### config.mk
export PLATFORM = sky130hd
export DESIGN_NAME = segre_exception_controller
export DESIGN_NICKNAME = d
export VERILOG_FILES = /design/src/rtl/segre_exception_controller.sv
export SDC_FILE = /design/constraint.sdc
export NUM_CORES = 1
export LEC_CHECK = 0
export ABC_AREA = 1
export BUFFER_PORTS_ARGS = -buffer_cell sky130_fd_sc_hd__buf_2
export CAP_MARGIN = 10
export CORE_ASPECT_RATIO = 0.5
export CORE_MARGIN = 4
export CORE_UTILIZATION = 51
export CTS_BUF_LIST = sky130_fd_sc_hd__clkbuf_2
export DETAILED_ROUTE_END_ITERATION = 7
export PLACE_DENSITY_LB_ADDON = 0.15
export SLEW_MARGIN = 30
export SYNTH_ARGS = -nofsm -noshare
export SYNTH_HDL_FRONTEND = slang
export SYNTH_SLANG_ARGS = --single-unit
### constraint.sdc
create_clock -name clk_i -period 6 [get_ports clk_i]
set_clock_uncertainty 0.15 [all_clocks]
set_input_delay 0 -clock clk_i [delete_from_list [all_inputs] [get_ports clk_i]]
set_output_delay 0 -clock clk_i [all_outputs]
set_load 0.02 [all_outputs]
### src/rtl/segre_exception_controller.sv
// Trap/MRET sequencer: captures exception or interrupt context, flushes the
// pipeline, writes the CSR exception port, then redirects fetch to the handler.
module segre_exception_controller #(
    parameter int WORD_SIZE = 32,
    parameter int CAUSE_W   = 5
) (
    input  logic                 clk_i,
    input  logic                 rst_i,
    input  logic                 exc_req_i,
    input  logic [CAUSE_W-1:0]   exc_cause_i,
    input  logic [WORD_SIZE-1:0] exc_pc_i,
    input  logic                 mret_i,
    input  logic                 irq_i,
    input  logic                 irq_en_i,
    input  logic [WORD_SIZE-1:0] irq_pc_i,
    input  logic [WORD_SIZE-1:0] mtvec_i,
    input  logic [WORD_SIZE-1:0] mepc_i,
    output logic                 exc_we_o,
    output logic [WORD_SIZE-1:0] w_data_mtvec_o,
    output logic [WORD_SIZE-1:0] w_data_mepc_o,
    output logic [WORD_SIZE-1:0] w_data_mcause_o,
    output logic                 flush_o,
    output logic                 stall_o,
    output logic                 pc_redirect_valid_o,
    output logic [WORD_SIZE-1:0] pc_redirect_o,
    output logic [15:0]          trap_count_o
);

    typedef enum logic [2:0] {
        IDLE,
        FLUSH,
        SAVE,
        REDIRECT,
        MRET
    } state_t;

    localparam logic [WORD_SIZE-1:0] IRQ_CAUSE =
        {1'b1, {(WORD_SIZE-1){1'b0}}} | WORD_SIZE'(11);

    state_t               state_q, state_d;
    logic [WORD_SIZE-1:0] mepc_q, mepc_d;
    logic [WORD_SIZE-1:0] mcause_q, mcause_d;
    logic [WORD_SIZE-1:0] mtvec_w_q, mtvec_w_d;
    logic [WORD_SIZE-1:0] redirect_q, redirect_d;
    logic [15:0]          trap_count_q, trap_count_d;
    logic                 exc_we_q, exc_we_d;
    logic                 flush_q, flush_d;
    logic                 stall_q, stall_d;
    logic                 redirect_valid_q, redirect_valid_d;

    // Outputs are decoded from the next state so they are registered and
    // line up with the state they belong to.
    always_comb begin
        state_d          = state_q;
        mepc_d           = mepc_q;
        mcause_d         = mcause_q;
        mtvec_w_d        = mtvec_w_q;
        redirect_d       = redirect_q;
        trap_count_d     = trap_count_q;
        exc_we_d         = 1'b0;
        flush_d          = 1'b0;
        stall_d          = 1'b0;
        redirect_valid_d = 1'b0;

        unique case (state_q)
            IDLE: begin
                if (exc_req_i) begin
                    state_d                 = FLUSH;
                    mepc_d                  = exc_pc_i;
                    mcause_d                = '0;
                    mcause_d[CAUSE_W-1:0]   = exc_cause_i;
                    flush_d                 = 1'b1;
                    stall_d                 = 1'b1;
                end else if (mret_i) begin
                    state_d          = MRET;
                    redirect_d       = mepc_i;
                    flush_d          = 1'b1;
                    redirect_valid_d = 1'b1;
                end else if (irq_i && irq_en_i) begin
                    state_d  = FLUSH;
                    mepc_d   = irq_pc_i;
                    mcause_d = IRQ_CAUSE;
                    flush_d  = 1'b1;
                    stall_d  = 1'b1;
                end
            end
            FLUSH: begin
                state_d   = SAVE;
                mtvec_w_d = mtvec_i;
                exc_we_d  = 1'b1;
                stall_d   = 1'b1;
            end
            SAVE: begin
                state_d          = REDIRECT;
                redirect_d       = {mtvec_i[WORD_SIZE-1:2], 2'b00};
                redirect_valid_d = 1'b1;
                stall_d          = 1'b1;
                trap_count_d     = trap_count_q + 16'd1;
            end
            REDIRECT: state_d = IDLE;
            MRET:     state_d = IDLE;
            default:  state_d = IDLE;
        endcase
    end

    always_ff @(posedge clk_i or posedge rst_i) begin
        if (rst_i) begin
            state_q          <= IDLE;
            mepc_q           <= '0;
            mcause_q         <= '0;
            mtvec_w_q        <= '0;
            redirect_q       <= '0;
            trap_count_q     <= '0;
            exc_we_q         <= 1'b0;
            flush_q          <= 1'b0;
            stall_q          <= 1'b0;
            redirect_valid_q <= 1'b0;
        end else begin
            state_q          <= state_d;
            mepc_q           <= mepc_d;
            mcause_q         <= mcause_d;
            mtvec_w_q        <= mtvec_w_d;
            redirect_q       <= redirect_d;
            trap_count_q     <= trap_count_d;
            exc_we_q         <= exc_we_d;
            flush_q          <= flush_d;
            stall_q          <= stall_d;
            redirect_valid_q <= redirect_valid_d;
        end
    end

    assign exc_we_o            = exc_we_q;
    assign w_data_mtvec_o      = mtvec_w_q;
    assign w_data_mepc_o       = mepc_q;
    assign w_data_mcause_o     = mcause_q;
    assign flush_o             = flush_q;
    assign stall_o             = stall_q;
    assign pc_redirect_valid_o = redirect_valid_q;
    assign pc_redirect_o       = redirect_q;
    assign trap_count_o        = trap_count_q;

endmodule

==> impl_metrics.py, run 1 <==
metrics = {
    "synthesis": {
        "yosysUniqueCellTypes": 26,
        "netlist_area_sq_mm": 0.00568,
        "synth_cells": 632,
        "synth_seq_area_share": 0.550,
        "postSynthAreaPerCell_sq_um": 8.99,
        "synth-warning-count": 0,
        "ys_seq_elements": 125,
    },
    "place": {
        "finalWeightedCongestion": 0.792,
        "port_buffers": 260,
        "detailed_place_hpwl_mm": 11.0,
    },
    "outcome": {
        "run_status": "stopped before the end",
        "lastStage": "4_1_cts",
        "error_that_stopped_the_run": "[ERROR RSZ-0060] Max buffer count reached.",
    },
    "floorplan": {
        "die_height_um": 82.6,
        "num_io_pins": 287,
        "initial_core_util": 0.539,
        "rows": 26,
        "horizontal_extent_of_the_die_um": 157,
    },
    "clock_tree": {
        "ctsHoldBuffers": 210,
        "postCtsResizedCells": 0,
        "root_buffer": "sky130_fd_sc_hd__clkbuf_2",
        "numCtsBuffers": 17,
        "clock_tree.buffer_depth": 2,
        "cts.sink_count": 125,
        "htree_num_levels": 4,
        "post-cts-setup-buffers": 0,
    },
}
synthesized netlist by cell type, drive strengths merged:
library cell / number / area, sq um
nor2: 52 / 213
a21oi: 2 / 10.0
buf: 53 / 363
nand2: 180 / 688
xnor2: 4 / 35.0
conb: 1 / 3.75
mux2i: 32 / 320
dfrtp: 125 / 3130
ha: 1 / 12.5
nor3: 2 / 15.0
clkbuf: 7 / 26.3
nand3b: 2 / 15.0
nand3: 40 / 200
o21ai: 99 / 495
xor2: 7 / 61.3
inv: 24 / 90.1
nand4: 1 / 6.26
cells by family after synthesis:
group | after synthesis | share of synthesized area
muxes | 32 | 0.0564
DFF | 125 | 0.550
and+or+nand+nor | 277 | 0.200
xor gates and xnor gates | 11 | 0.0170
buffers and inverters | 84 | 0.0843
adders and majority gates | 1 | 0.00220
AOI/OAI and AO/OA | 101 | 0.0889
other | 1 | 0.000660
stage by stage:
step	setup WS, ns	cells	util	cell area, sq um
after detailed placement	3.72	1001	0.655	6910
after global placement	3.81	1001	0.655	6900
after floorplan	2.52	657	-	5780
==> inputs of run 2 (changes only) <==
--- a/config.mk
+++ b/config.mk
@@ -8,10 +8,8 @@
 export ABC_AREA = 1
 export BUFFER_PORTS_ARGS = -buffer_cell sky130_fd_sc_hd__buf_2
 export CAP_MARGIN = 10
-export CORE_ASPECT_RATIO = 0.5
 export CORE_MARGIN = 4
-export CORE_UTILIZATION = 51
-export CTS_BUF_LIST = sky130_fd_sc_hd__clkbuf_2
+export CORE_UTILIZATION = 37
 export DETAILED_ROUTE_END_ITERATION = 7
 export PLACE_DENSITY_LB_ADDON = 0.15
 export SLEW_MARGIN = 30
==> impl_metrics.py, run 2 <==
metrics = {
    "timing": {
        "period_utilisation_layout": 0.382,
        "fmaxAchievable_mhz": 436,
        "rsz0062_at_grt": "false",
        "worst_slew_pin_tran_ns": 0.742,
        "finalSetupTns_ns": 0,
        "fin_max_slew_vios": 0,
        "hold_viol_final": 0,
        "finalWorstPathRequiredPeriod_ns": 2.29,
        "max_slew_margin": 0.505,
        "setup-violations-final": 0,
    },
    "power_and_ir_drop": {
        "vdd_drop_max_v": 0.000235,
        "p_leak_nw": 4.77,
        "total_power_mw": 4.36,
        "combinationalPowerShare": 0.430,
        "power.net_switching_mw": 1.80,
        "p_clk_frac": 0.244,
        "power.share.sequential": 0.326,
        "power-per-cell-area_mw_per_mm2": 484,
        "design_internal_power_mw": 2.57,
        "switching_power_share_of_the_total": 0.412,
    },
    "clock_tree": {
        "tritoncts": "done",
        "clk_latency_ns": 0.41,
        "cts.sink_count": 125,
        "root_buffer": "sky130_fd_sc_hd__clkbuf_16",
        "htree_num_levels": 4,
        "numCtsBuffers": 17,
        "clkTransAtPathRegs_ns": 0.05,
        "clock_tree.buffer_depth": 2,
        "post-cts-setup-buffers": 0,
    },
    "finish": {
        "filler_cell_count": 1288,
        "postLayoutCoreUtil": 0.595,
        "final_net_count": 1162,
        "area_delta_synth_final_pct": 58.6,
        "antenna_cells": 0,
        "top_library_cells_by_usage_in_the_layout_fill_and_taps_aside": "260 x sky130_fd_sc_hd__buf_2, 177 x sky130_fd_sc_hd__nand2_1, 141 x sky130_fd_sc_hd__dlygate4sd3_1",
        "layout-drive-gt1-share": 0.297,
        "final_common_cell": "sky130_fd_sc_hd__buf_2",
    },
    "detailed_routing": {
        "dr_total_vias": 5580,
        "drt-total-wl_mm": 18.0,
        "drc_marker_count_from_the_first_detailed_route_iteration": 232,
        "post_drt_wl_per_cell_um": 14.7,
        "drtPass1Iterations": 4,
        "drc": 0,
        "vias_per_instance": 4.57,
        "final_antenna_net_count": 0,
    },
    "floorplan": {
        "design.core.area_sq_mm": 0.0151,
        "num_io_pins": 287,
        "horizontal_extent_of_the_die_um": 132,
        "die_area_sq_mm": 0.0174,
        "die_height_um": 132,
        "initial_core_util": 0.375,
        "rows": 45,
    },
    "worst_setup_path": {
        "worst_path_max_fanout": 33,
        "crit_path_start_kind": "flip-flop",
        "rr_endpoint": "pc_redirect_o[20]$_DFFE_PP0P_",
        "reg2reg_slack_ns": 3.71,
        "regToRegStartpoint": "state_q[2]$_DFFE_PP0P_",
        "criticalPathCategory": "reg -> reg",
        "cp.required_ns": 6.19,
        "worst_r2r_path_depth": 5,
        "critical_path_arrival_ns": 2.48,
        "critical_path.endpoint_type": "flip-flop",
    },
    "synthesis": {
        "synthAdderAreaFrac": 0.00220,
        "postSynthAreaPerCell_sq_um": 8.99,
        "post_synth_mux_area_share": 0.0564,
        "synth_xor_area_frac": 0.0170,
        "synth_commonest_cells": "177 x sky130_fd_sc_hd__nand2_1, 125 x sky130_fd_sc_hd__dfrtp_1, 58 x sky130_fd_sc_hd__o21ai_1",
        "combinational_family_with_the_most_area_after_synthesis": "simple AND/OR/NAND/NOR gates",
        "synth.top_cell.area_share": 0.550,
        "netlist_area_sq_mm": 0.00568,
        "synth_cells": 632,
        "synth-compound-area-share": 0.0889,
        "yosys.area.top_type": "sky130_fd_sc_hd__dfrtp_1",
        "synth-warning-count": 0,
        "synth_enable_flop_cells": 0,
        "ys_seq_elements": 125,
        "synth_simple_gate_area_frac": 0.200,
        "synth_seq_area_share": 0.550,
        "yosysUniqueCellTypes": 26,
        "postSynth.topFlopCell": "sky130_fd_sc_hd__dfrtp_1",
        "synth_area_leaders": "sky130_fd_sc_hd__dfrtp_1 55%, sky130_fd_sc_hd__nand2_1 12%, sky130_fd_sc_hd__mux2i_1 5.6%, sky130_fd_sc_hd__o21ai_1 5.1%, sky130_fd_sc_hd__buf_4 4.5%",
        "synth_most_common_cell": "sky130_fd_sc_hd__nand2_1",
        "async_flop_share": 1.00,
    },
    "place": {
        "port_buffers": 260,
        "finalWeightedCongestion": 0.764,
        "detailed_place_hpwl_mm": 11.6,
    },
    "global_route": {
        "first_global_vias": 5706,
        "grt_pass1_wl_mm": 29.6,
        "grtUsageTotal": 0.208,
        "grt_overflow_total": 0,
        "initial_antenna_violation_count": 0,
        "grt_max_degree": 75,
    },
    "min_path": {
        "hp-class": "in -> async",
    },
    "job": {
        "max_cap_violations": 0,
    },
    "outcome": {
        "run_status": "finished, final reports clean",
    },
}
[run 2: cell counts after synthesis]
Identical to the previous run, type by type.
[run 2: logic make-up after synthesis]
| logic type | count (synthesis) |
|---|---|
| other cells | 1 |
| flops | 125 |
| buf+inv | 84 |
| mux | 32 |
| xor+xnor | 11 |
| fa+ha+maj | 1 |
| simple gates | 277 |
| compound gates | 101 |
[run 2: what timing repair did]
item,CTS,global route
hold endpoints to repair,163,0
resized for setup,0,0
hold buffers,141,0
[run 2: critical path, stage by stage, from the launching register on]
cell and delay (ns):
sky130_fd_sc_hd__dfrtp_1 0.42, sky130_fd_sc_hd__nor2_2 0.23, sky130_fd_sc_hd__nand2_2 0.43, sky130_fd_sc_hd__nand2_2 0.60, sky130_fd_sc_hd__o21ai_0 0.21, sky130_fd_sc_hd__o21ai_1 0.15
[run 2: worst max path at each step]
stage	slack [ns]	end	cells after the start	from
2_1_floorplan	2.52	exc_we_o$_DFF_PP0_	1	rst_i
3_3_place_gp	3.68	trap_count_o[2]$_DFFE_PP0P_	5	state_q[2]$_DFFE_PP0P_
3_5_place_dp	3.67	pc_redirect_o[20]$_DFFE_PP0P_	5	state_q[2]$_DFFE_PP0P_
4_1_cts	3.66	pc_redirect_o[24]$_DFFE_PP0P_	5	state_q[2]$_DFFE_PP0P_
5_1_grt	3.46	pc_redirect_o[31]$_DFFE_PP0P_	5	state_q[2]$_DFFE_PP0P_
6_report	3.71	pc_redirect_o[20]$_DFFE_PP0P_	5	state_q[2]$_DFFE_PP0P_
[run 2: layout make-up]
cell class | instances | area [sq um] | share of cell area
multi-input cells | 448 | 2180 | 0.241
clock buffers | 25 | 515 | 0.0572
repair buffers | 406 | 2760 | 0.306
well taps | 188 | 235 | 0.0261
flip-flops and latches | 125 | 3130 | 0.347
clock inverters | 6 | 105 | 0.0117
inverters | 24 | 92.6 | 0.0103
[run 2: per-layer routing]
metal,track usage,part of all wire
met1,0.251,0.42
met2,0.351,0.48
met3,0.0645,0.071
met4,0.0770,0.025
met5,0,0
[run 2: power groups by stage]
stage / combinational (mW) / sequential (mW) / clock (mW)
2_1_floorplan: 0.771 / 1.87 / 0
3_3_place_gp: 1.80 / 1.41 / 0
3_5_place_dp: 1.82 / 1.43 / 0
4_1_cts: 1.90 / 1.42 / 1.09
5_1_grt: 2.07 / 1.47 / 1.13
6_report: 1.88 / 1.42 / 1.07
[run 2: through the flow]
stage	setup slack (ns)	area (sq um)	cells	hold WS (ns)
after floorplan	2.52	5780	657	-0.0404
after global placement	3.68	6960	1049	0.0495
after detailed placement	3.67	6960	1049	0.0424
after CTS	3.66	8990	1221	0.146
after global routing	3.46	9010	1222	0.198
final	3.71	9010	1222	0.142
No activity file was read; power rests on OpenSTA's default activity.
==> inputs of run 3 (changes only) <==
--- a/config.mk
+++ b/config.mk
@@ -5,7 +5,7 @@
 export SDC_FILE = /design/constraint.sdc
 export NUM_CORES = 1
 export LEC_CHECK = 0
-export ABC_AREA = 1
+export ABC_AREA = 0
 export BUFFER_PORTS_ARGS = -buffer_cell sky130_fd_sc_hd__buf_2
 export CAP_MARGIN = 10
 export CORE_MARGIN = 4
==> constraint.sdc (replaced) <==
create_clock -name clk_i -period 2 [get_ports clk_i]
set_clock_uncertainty 0.15 [all_clocks]
set_input_delay 0 -clock clk_i [delete_from_list [all_inputs] [get_ports clk_i]]
set_output_delay 0 -clock clk_i [all_outputs]
set_load 0.02 [all_outputs]
==> impl_metrics.py, run 3 <==
metrics = {
    "synthesis": {
        "synth_seq_area_share": 0.561,
        "yosys.area.top_type": "sky130_fd_sc_hd__dfrtp_1",
        "synth_enable_flop_cells": 0,
        "async_flop_share": 1.00,
        "postSynthAreaPerCell_sq_um": 12.1,
        "ys_seq_elements": 125,
        "synth_cells": 461,
        "postSynth.topFlopCell": "sky130_fd_sc_hd__dfrtp_1",
        "synth_area_leaders": "sky130_fd_sc_hd__dfrtp_1 56%, sky130_fd_sc_hd__mux2i_1 11%, sky130_fd_sc_hd__mux2_2 6.3%, sky130_fd_sc_hd__o21ai_0 5.0%, sky130_fd_sc_hd__nand2_1 4.4%",
        "synth-warning-count": 0,
        "synth.top_cell.area_share": 0.561,
        "synth_commonest_cells": "125 x sky130_fd_sc_hd__dfrtp_1, 65 x sky130_fd_sc_hd__nand2_1, 62 x sky130_fd_sc_hd__mux2i_1",
        "netlist_area_sq_mm": 0.00557,
        "yosysUniqueCellTypes": 39,
        "synth_most_common_cell": "sky130_fd_sc_hd__dfrtp_1",
    },
    "worst_setup_path": {
        "critical_path.endpoint_type": "flip-flop",
        "criticalPathCategory": "reg -> reg",
        "crit_chain": "nor2_2, and2_4, buf_12, mux2i_1, o21ai_0",
        "cell_at_the_slowest_stage_of_the_critical_path": "sky130_fd_sc_hd__dfrtp_1",
        "worst_path_max_fanout": 17,
        "cp.required_ns": 2.13,
        "critical-path-max-stage-delay_ns": 0.48,
        "crit_path_start_kind": "flip-flop",
        "critical_path_arrival_ns": 1.94,
    },
    "floorplan": {
        "rows": 44,
        "num_io_pins": 287,
        "die_area_sq_mm": 0.0171,
        "die_height_um": 131,
        "design.core.area_sq_mm": 0.0146,
        "initial_core_util": 0.381,
        "horizontal_extent_of_the_die_um": 131,
    },
    "global_route": {
        "grt_pass1_wl_mm": 25.9,
        "grt_max_degree": 67,
        "grtUsageTotal": 0.197,
        "grt_overflow_total": 0,
        "first_global_vias": 5186,
        "initial_antenna_violation_count": 0,
    },
    "timing": {
        "setup-violations-final": 0,
        "hold_viol_final": 0,
        "finalSetupTns_ns": 0,
        "worst_slew_pin_tran_ns": 0.694,
        "worst_slack_ns": 0.195,
        "period_utilisation_layout": 0.903,
        "finalWorstPathRequiredPeriod_ns": 1.81,
        "fin_max_slew_vios": 0,
        "rsz0062_at_grt": "false",
        "max_slew_margin": 0.536,
        "fmaxAchievable_mhz": 554,
    },
    "detailed_routing": {
        "post_drt_wl_per_cell_um": 15.7,
        "drc_marker_count_from_the_first_detailed_route_iteration": 136,
        "dr_total_vias": 4967,
        "drt-total-wl_mm": 16.6,
        "vias_per_instance": 4.70,
        "drc": 0,
        "drtPass1Iterations": 4,
        "final_antenna_net_count": 0,
    },
    "place": {
        "placed_area_sq_mm": 0.00701,
        "port_buffers": 260,
        "detailedPlace.worstSlack_ns": 0.204,
        "detailed_place_hpwl_mm": 11.2,
        "finalWeightedCongestion": 0.821,
    },
    "min_path": {
        "hp-class": "in -> async",
    },
    "clock_tree": {
        "postCtsResizedCells": 0,
        "tritoncts": "done",
        "cts.sink_count": 125,
        "root_buffer": "sky130_fd_sc_hd__clkbuf_16",
        "clk_latency_ns": 0.41,
        "clkTransAtPathRegs_ns": 0.05,
        "ctsHoldBuffers": 136,
        "post-cts-setup-buffers": 0,
        "clock_tree.buffer_depth": 2,
        "htree_num_levels": 4,
        "numCtsBuffers": 17,
    },
    "finish": {
        "top_library_cells_by_usage_in_the_layout_fill_and_taps_aside": "260 x sky130_fd_sc_hd__buf_2, 136 x sky130_fd_sc_hd__dlygate4sd3_1, 125 x sky130_fd_sc_hd__dfrtp_1",
        "final_net_count": 999,
        "filler_cell_count": 1169,
        "layout-drive-gt1-share": 0.389,
        "area_delta_synth_final_pct": 61.2,
        "stdcell_area_sq_mm": 0.00899,
        "final_common_cell": "sky130_fd_sc_hd__buf_2",
    },
    "power_and_ir_drop": {
        "power-per-cell-area_mw_per_mm2": 1480,
        "p_leak_nw": 4.52,
        "vdd_drop_max_v": 0.000644,
    },
    "job": {
        "max_cap_violations": 0,
    },
    "outcome": {
        "run_status": "finished, final reports clean",
    },
}
run 3: cell count changes after synthesis, sizes merged, moves of 3 or more:
cell	before	now
nand2	180	65
nor2	52	2
o21ai	99	64
nand3	40	6
mux2	0	33
mux2i	32	62
inv	24	3
buf	53	43
xnor2	4	10
nand4	1	5
o22a	0	3
run 3: through the flow:
| step | utilization | std cells | hold slack, ns | power, mW |
|---|---|---|---|---|
| floorplan | - | 486 | -0.0240 | 8.02 |
| global route | 0.614 | 1056 | 0.121 | 14.1 |
| CTS | 0.614 | 1056 | 0.0965 | 13.4 |
| finish | 0.614 | 1057 | 0.0958 | 13.3 |
| global placement | 0.479 | 888 | -0.0231 | 9.81 |
| detailed placement | 0.479 | 888 | -0.0183 | 9.95 |
run 3: layout make-up:
cell class              instances  area, sq um  area share
flip-flops and latches        125         3130       0.348
repair buffers                405         2830       0.315
multi-input cells             307         2170       0.241
diodes                          1         2.50    0.000278
clock inverters                 6          105      0.0117
clock buffers                  26          509      0.0567
well taps                     184          230      0.0256
inverters                       3         15.0     0.00167
run 3: kinds of logic (layout without fill, tap and decap cells):
logic type                 after synthesis  after routing  share of synthesized area
DFF                                    125            125                      0.561
muxes                                   95             95                      0.178
and+or+nand+nor                         95             95                     0.0891
AOI/OAI and AO/OA                       75             75                     0.0756
buffers and inverters                   54            440                     0.0696
xor gates and xnor gates                15             15                     0.0236
adders and majority gates                1              1                    0.00224
other                                    1             27                   0.000673
run 3: worst paths after layout:
path,startpoint,endpoint,slack [ns],cells after the start
max,state_q[2]$_DFFE_PP0P_,pc_redirect_o[19]$_DFFE_PP0P_,0.19,5
min,rst_i,w_data_mtvec_o[26]$_DFFE_PP0P_,0.1,3
max reg2reg,state_q[2]$_DFFE_PP0P_,pc_redirect_o[19]$_DFFE_PP0P_,0.19,5
min reg2reg,trap_count_o[15]$_DFFE_PP0P_,trap_count_o[15]$_DFFE_PP0P_,0.31,1
max in group asynchronous,rst_i,w_data_mepc_o[15]$_DFFE_PP0P_,0.92,4
min in group clk_i,irq_i,stall_o$_DFF_PP0_,0.11,4
run 3: per-layer routing:
| layer | vias up | GRT usage | wire length (um) |
|---|---|---|---|
| li1 | 2344 | - | - |
| met2 | 185 | 0.340 | 8780 |
| met4 | 0 | 0.0950 | 514 |
| met5 | - | 0 | 0 |
| met3 | 37 | 0.0598 | 1110 |
| met1 | 2401 | 0.223 | 6220 |
run 3: worst max-delay path: cells and delay by family, from the launching register on:
family	cells	cell delay, ns
DFF	1	0.48
and+or+nand+nor	2	0.52
muxes	1	0.23
buffers and inverters	1	0.21
AOI/OAI and AO/OA	1	0.10
run 3: report_power, final:
group          total, mW  internal [mW]  switching, mW
logic               5.74           2.32           3.42
clock network       3.18           2.12           1.06
registers           4.36           3.68          0.683
total               13.3           8.13           5.16
==> inputs of run 4 (changes only) <==
--- a/config.mk
+++ b/config.mk
@@ -6,11 +6,11 @@
 export NUM_CORES = 1
 export LEC_CHECK = 0
 export ABC_AREA = 0
-export BUFFER_PORTS_ARGS = -buffer_cell sky130_fd_sc_hd__buf_2
 export CAP_MARGIN = 10
 export CORE_MARGIN = 4
 export CORE_UTILIZATION = 37
 export DETAILED_ROUTE_END_ITERATION = 7
+export DONT_BUFFER_PORTS = 1
 export PLACE_DENSITY_LB_ADDON = 0.15
 export SLEW_MARGIN = 30
 export SYNTH_ARGS = -nofsm -noshare
==> impl_metrics.py, run 4 <==
metrics = {
    "floorplan": {
        "rows": 44,
        "num_io_pins": 287,
        "horizontal_extent_of_the_die_um": 131,
        "initial_core_util": 0.381,
        "die_height_um": 131,
    },
    "place": {
        "finalWeightedCongestion": 0.771,
        "placed_area_sq_mm": 0.00574,
        "detailedPlace.worstSlack_ns": 0.199,
        "detailed_place_hpwl_mm": 9.94,
        "port_buffers": 0,
    },
    "clock_tree": {
        "postCtsResizedCells": 0,
        "post-cts-setup-buffers": 0,
        "htree_num_levels": 4,
        "clock_tree.buffer_depth": 2,
        "ctsHoldBuffers": 134,
        "numCtsBuffers": 17,
        "cts.sink_count": 125,
        "root_buffer": "sky130_fd_sc_hd__clkbuf_16",
    },
    "synthesis": {
        "postSynthAreaPerCell_sq_um": 12.1,
        "synth_commonest_cells": "125 x sky130_fd_sc_hd__dfrtp_1, 65 x sky130_fd_sc_hd__nand2_1, 62 x sky130_fd_sc_hd__mux2i_1",
        "synth_seq_area_share": 0.561,
        "yosysUniqueCellTypes": 39,
        "synth.top_cell.area_share": 0.561,
        "combinational_family_with_the_most_area_after_synthesis": "multiplexers",
        "synthAdderAreaFrac": 0.00224,
        "async_flop_share": 1.00,
        "synth-warning-count": 0,
        "netlist_area_sq_mm": 0.00557,
        "synth-compound-area-share": 0.0756,
        "post_synth_mux_area_share": 0.178,
        "postSynth.topFlopCell": "sky130_fd_sc_hd__dfrtp_1",
        "ys_seq_elements": 125,
        "synth_enable_flop_cells": 0,
        "yosys.area.top_type": "sky130_fd_sc_hd__dfrtp_1",
        "synth_cells": 461,
        "synth_area_leaders": "sky130_fd_sc_hd__dfrtp_1 56%, sky130_fd_sc_hd__mux2i_1 11%, sky130_fd_sc_hd__mux2_2 6.3%, sky130_fd_sc_hd__o21ai_0 5.0%, sky130_fd_sc_hd__nand2_1 4.4%",
        "synth_xor_area_frac": 0.0236,
        "synth_simple_gate_area_frac": 0.0891,
        "synth_most_common_cell": "sky130_fd_sc_hd__dfrtp_1",
    },
    "outcome": {
        "run_status": "stopped before the end",
        "error_that_stopped_the_run": "[ERROR RSZ-0060] Max buffer count reached.",
        "lastStage": "4_1_cts",
    },
}
==> run 4: cells by family after synthesis <==
group,count (synthesis)
XOR/XNOR,15
buffers and inverters,54
AO/OA/AOI/OAI,75
multiplexers,95
other,1
AND/OR/NAND/NOR,95
adder cells (fa/ha/maj),1
flip-flops,125
==> run 4: metrics by stage <==
step | utilization | hold WS, ns | instances
detailed placement | 0.392 | -0.224 | 636
global placement | 0.392 | -0.225 | 636
floorplan | - | -0.0240 | 486
